## src/rtl/digit_serial_adder.sv

```systemverilog
// Digit-serial add/subtract engine: DIGIT bits per clock through a chain of full-adder cells,
// with a registered carry between digits. Optional flags via DIGIT_SERIAL_ADDER_FLAGS_EN.
module full_adder (
    input  logic a,
    input  logic b,
    input  logic ci,
    output logic s,
    output logic co
);
    assign s  = a ^ b ^ ci;
    assign co = (a & b) | (ci & (a ^ b));
endmodule

module digit_serial_adder #(
    parameter int WIDTH = 32,
    parameter int DIGIT = 4
) (
    input  logic             clk,
    input  logic             rst_n,
    input  logic             start,
    input  logic             sub,
    input  logic [WIDTH-1:0] a,
    input  logic [WIDTH-1:0] b,
    output logic             busy,
    output logic             done,
    output logic [WIDTH-1:0] sum,
    output logic             carry,
    output logic             overflow,
    output logic             zero
);
    localparam int N  = WIDTH / DIGIT;
    localparam int CW = (N > 1) ? $clog2(N) : 1;

    if (DIGIT < 1 || DIGIT > WIDTH || (WIDTH % DIGIT) != 0) begin : g_bad_param
        $error("digit_serial_adder: WIDTH must be a multiple of DIGIT, 1 <= DIGIT <= WIDTH");
    end

    typedef enum logic [1:0] {IDLE, RUN, DONE} state_t;

    state_t           state;
    logic [WIDTH-1:0] op_a, op_b, acc;
    logic             cy;
    logic [CW-1:0]    cnt;
    logic [DIGIT:0]   c;
    logic [DIGIT-1:0] d;
    logic [WIDTH-1:0] acc_next;
    logic             finish;

    // One full-adder cell per bit of the digit; carry ripples within the digit only.
    assign c[0] = cy;
    for (genvar i = 0; i < DIGIT; i++) begin : g_fa
        full_adder u_fa (
            .a  (op_a[i]),
            .b  (op_b[i]),
            .ci (c[i]),
            .s  (d[i]),
            .co (c[i+1])
        );
    end

    // New digit enters at the top while older digits drift toward the LSB.
    assign acc_next = (acc >> DIGIT) | (WIDTH'(d) << (WIDTH - DIGIT));
    assign finish   = (state == RUN) && (cnt == CW'(N - 1));

    always_ff @(posedge clk or negedge rst_n) begin
        if (!rst_n) begin
            state <= IDLE;
            op_a  <= '0;
            op_b  <= '0;
            acc   <= '0;
            cy    <= 1'b0;
            cnt   <= '0;
            sum   <= '0;
            busy  <= 1'b0;
            done  <= 1'b0;
        end else begin
            case (state)
                IDLE, DONE: begin
                    done <= 1'b0;
                    if (start) begin
                        op_a  <= a;
                        op_b  <= sub ? ~b : b;
                        cy    <= sub;
                        cnt   <= '0;
                        busy  <= 1'b1;
                        state <= RUN;
                    end else begin
                        state <= IDLE;
                    end
                end
                RUN: begin
                    op_a <= op_a >> DIGIT;
                    op_b <= op_b >> DIGIT;
                    cy   <= c[DIGIT];
                    acc  <= acc_next;
                    cnt  <= cnt + 1'b1;
                    if (finish) begin
                        sum   <= acc_next;
                        busy  <= 1'b0;
                        done  <= 1'b1;
                        state <= DONE;
                    end
                end
                default: state <= IDLE;
            endcase
        end
    end

`ifdef DIGIT_SERIAL_ADDER_FLAGS_EN
    // Operand sign bits are kept aside because op_a/op_b are consumed by shifting.
    logic sign_a, sign_b;

    always_ff @(posedge clk or negedge rst_n) begin
        if (!rst_n) begin
            sign_a   <= 1'b0;
            sign_b   <= 1'b0;
            carry    <= 1'b0;
            overflow <= 1'b0;
            zero     <= 1'b0;
        end else if ((state == IDLE || state == DONE) && start) begin
            sign_a <= a[WIDTH-1];
            sign_b <= sub ? ~b[WIDTH-1] : b[WIDTH-1];
        end else if (finish) begin
            carry    <= c[DIGIT];
            overflow <= (sign_a ~^ sign_b) & (acc_next[WIDTH-1] ^ sign_a);
            zero     <= (acc_next == '0);
        end
    end
`else
    assign carry    = 1'b0;
    assign overflow = 1'b0;
    assign zero     = 1'b0;
`endif

endmodule

```

## config.mk

```make
export PLATFORM = sky130hd
export DESIGN_NAME = digit_serial_adder
export DESIGN_NICKNAME = d
export VERILOG_FILES = /design/src/rtl/digit_serial_adder.sv
export SDC_FILE = /design/constraint.sdc
export NUM_CORES = 1
export LEC_CHECK = 0
export ABC_AREA = 0
export CAP_MARGIN = 20
export CORE_MARGIN = 2
export CORE_UTILIZATION = 47
export DETAILED_ROUTE_END_ITERATION = 10
export GPL_TIMING_DRIVEN = 0
export HOLD_SLACK_MARGIN = 0.03
export PLACE_DENSITY = 0.76
export SYNTH_ARGS = -nofsm -noshare
export SYNTH_HDL_FRONTEND = slang
export SYNTH_SLANG_ARGS = --single-unit
```

## constraint.sdc

```tcl
create_clock -name clk -period 2.3 [get_ports clk]
set_clock_uncertainty 0.15 [all_clocks]
set_input_delay 0.23 -clock clk [delete_from_list [all_inputs] [get_ports clk]]
set_output_delay 0.23 -clock clk [all_outputs]
set_load 0.005 [all_outputs]
```

==> key figures <==
Run status
  • Status: finished clean

STA
  • Fin. Hold Viols: 0
  • Max-slew headroom: 0.661
  • Final setup fails: 0
  • Post-route clock period utilization: 0.963
  • Measured slew at the worst slew-check pin: 0.508 ns
  • Final min period: 2.21 ns
  • Highest Clock Rate: approximately 450 MHz
  • Slew Limit Fails: 0
  • RSZ-0062 raised after global routing: no

Logic synthesis
  • Synth Area in Compound Gates: 0.110
  • Post-synthesis cell type count: 24
  • Cell taking the most area after synthesis: dfrtp_1
  • Ys Warns: 0
  • Syn Inst Count: 500
  • Xor and xnor area share after synthesis: 0.0497
  • Synth area leaders: dfrtp_1 (59%), nand2_1 (7.5%), mux2_2 (6.0%)
  • Adder-cell share of the synthesized area: 0.0186
  • Mux contribution to synthesized area: 0.0599
  • Post-synth EDFFs: 0
  • Simple-gate area share of the yosys netlist: 0.128
  • Register area share after synthesis: 0.586
  • Mapped cell area: around 5600 sq um
  • Largest family of logic cells by synthesized area: simple AND/OR/NAND/NOR gates
  • Yosys reg bits: roughly 130
  • Synthesized area per cell: about 11 sq um
  • Post-synth top area share: 0.586
  • Async SR Flop Fraction: 1.00
  • Ys flop type: dfrtp_1

Place
  • DPL Wire Length: ~8900 um
  • I/O Buffers: 100
  • Post-Place Cell Area: around 6900 sq um
  • Cells after DPL: 750
  • Gp weighted congestion: between 0.8 and 0.9

Floorplanning
  • Core area: roughly 12,000 sq um
  • Die height: 114 um
  • Initial core utilization: 0.476
  • Io pins: about 110
  • Full die area: 12,900 sq um
  • Die W: about 110 um
  • Row count: 40

Detailed routing
  • Initial DRC Count: about 310
  • Vias/cell: about 5.3
  • Via count: just over 4k
  • Remaining DRCs: 0
  • Final wirelength: 12,600 um
  • Wire length per cell: ~16 um
  • Detailed-router iteration count before antenna repair: 5
  • Post-DRT Antenna Nets: 0

Critical path
  • R2R setup slack: 0.09 ns
  • Crit end category: flip-flop
  • Crit path DAT: ~2.4 ns
  • Cells along the critical path: inv_2 -> fa_1 -> inv_1 -> fa_2 -> fa_2 -> inv_2 -> fa_1 -> o21ai_1
  • Critical-path maximum fanout: 2
  • Worst EP required: 2.48 ns
  • Critical Path Source Type: flip-flop
  • Max stage delay on crit path: roughly 0.43 ns
  • CP Class: flip-flop to flip-flop
  • Slowest-stage cell, CP: fa_1
  • R2R depth: 8

Finish
  • Fin util: 0.628
  • Diode count: 0
  • FILL cells: roughly 950
  • Nets: between 600 and 700
  • Share of layout cells above drive strength 1: 0.157
  • Syn-to-layout area delta: 32.1%
  • Design Area, Final: between 7000 and 8000 sq um
  • Final instance count without filler cells: about 800

Global routing
  • Global route overflow: 0
  • Vias in the first global route: between 4k and 5k
  • Total Routing Usage GR: 0.209
  • First-pass GRT wire length: approximately 21,000 um
  • Pin count of the biggest net entering global routing: a little over 80
  • Initial antenna violation count: 0

Clock network
  • Worst-skew pair later-pin latency: a little over 0.4 ns
  • CTS Sinks: about 130
  • Clk slew on worst S/H paths: about 0.050 ns
  • CTS tree: yes
  • H-tree depth: 4
  • Maximum clock insertion buffer count: 2
  • Number of clock buffers inserted by TritonCTS: 17
  • Clk root buf: clkbuf_16

Power
  • Cell Pwr Density: roughly 1400 nW/um^2
  • Leak pwr: 3.46 nW
  • Peak supply drop: roughly 0.54 mV

Flow run
  • # Max-Cap Violations: 0

Worst hold path
  • WHS Path Cells: 4
  • HP Class: input port to flip-flop
cell usage after synthesis, drive strengths merged, types with 6 or more instances:
| cell type | number |
|---|---|
| nand3 | 27 |
| xnor2 | 28 |
| clkbuf | 12 |
| buf | 30 |
| nor2 | 30 |
| dfrtp | 132 |
| a22oi | 26 |
| nand2 | 112 |
| mux2 | 30 |
| a22o | 10 |
| inv | 8 |
| a221o | 31 |
| o21ai | 6 |
state kept, by name, summed over array words and instances, names as in the netlist:
| name | cells |
|---|---|
| op_a | 32 |
| cnt | 3 |
| acc | 28 |
| state | 2 |
| busy | 1 |
| sum | 32 |
| done | 1 |
| op_b | 32 |
| cy | 1 |
layout by cell type (no fill, tap or decap), types with 18 or more instances in the layout:
cell,Yosys,routed
clkdlybuf4s50_1,0,99
a22oi_1,26,26
a221o_1,31,31
xnor2_1,28,28
nand2_1,112,112
dfrtp_1,132,132
mux2_2,30,30
buf_2,18,18
nor2_1,29,29
nand3_1,27,27
final timing paths:
kind	to	startpoint
hold reg to reg	acc[5]	acc[5]
hold / removal	op_b[2]	sub
setup reg to reg	sum[31]	op_b[0]
max in group asynchronous	op_a[5]	rst_n
setup / recovery	sum[31]	op_b[0]
min in group asynchronous	sum[22]	rst_n
worst max-delay path: cells and delay by family (launching register included):
family                   cells  cell delay, ns
buffers and inverters        3            0.17
flip-flops                   1            0.39
adder cells (fa/ha/maj)      4            1.29
AO/OA/AOI/OAI                1            0.14
routing by layer:
metal / global-route usage / share of wire / vias to the layer above
met3: 0.0499 / 0.049 / 2
met5: 0 / 0 / -
met4: 0.0520 / 0.0020 / 0
met1: 0.277 / 0.45 / 2064
met2: 0.350 / 0.50 / 128
li1: - / - / 1963
power by group:
part	internal [mW]	leakage, nW	switching [mW]	total (mW)
Combinational	1.90	1.53	1.77	3.67
Clock	1.58	0.271	0.968	2.55
Sequential	3.39	1.66	0.704	4.09
Total	6.88	3.46	3.44	10.3
cells by family (layout without fill, tap and decap cells):
group | after synthesis | in the layout
mux | 30 | 30
xor+xnor | 32 | 32
simple gates | 176 | 176
other cells | 1 | 3
buf+inv | 50 | 184
flops | 132 | 132
compound gates | 73 | 73
fa+ha+maj | 6 | 6
timing repair:
action,4_1_cts,5_1_grt
pin swaps,2,4
hold buffers,1,0
endpoints found under the setup margin,3,3
hold endpoints to repair,51,0
buffers inserted,0,1
gates resized for setup,4,3
area by class of cell:
| type | count | area [sq um] | area share |
|---|---|---|---|
| multi-input cells | 320 | 2080 | 0.280 |
| clock inverters | 13 | 138 | 0.0185 |
| inverters | 8 | 30.0 | 0.00403 |
| repair buffers | 103 | 1050 | 0.141 |
| plain buffers | 42 | 236 | 0.0317 |
| flip-flops and latches | 132 | 3300 | 0.443 |
| well taps | 147 | 184 | 0.0247 |
| clock buffers | 18 | 429 | 0.0576 |
per-stage QoR:
stage               power [mW]  hold slack [ns]  setup WS, ns  TNS (ns)
floorplan                 6.23           -0.216        0.0244         0
global placement          7.54            0.304         -4.07   -536.60
detailed placement        7.76           0.0540        -0.111    -0.252
CTS                       10.4            0.161        0.0317         0
global route              11.1            0.198       0.00758         0
finish                    10.3            0.157        0.0862         0
No activity file was read; power rests on OpenSTA's default activity.
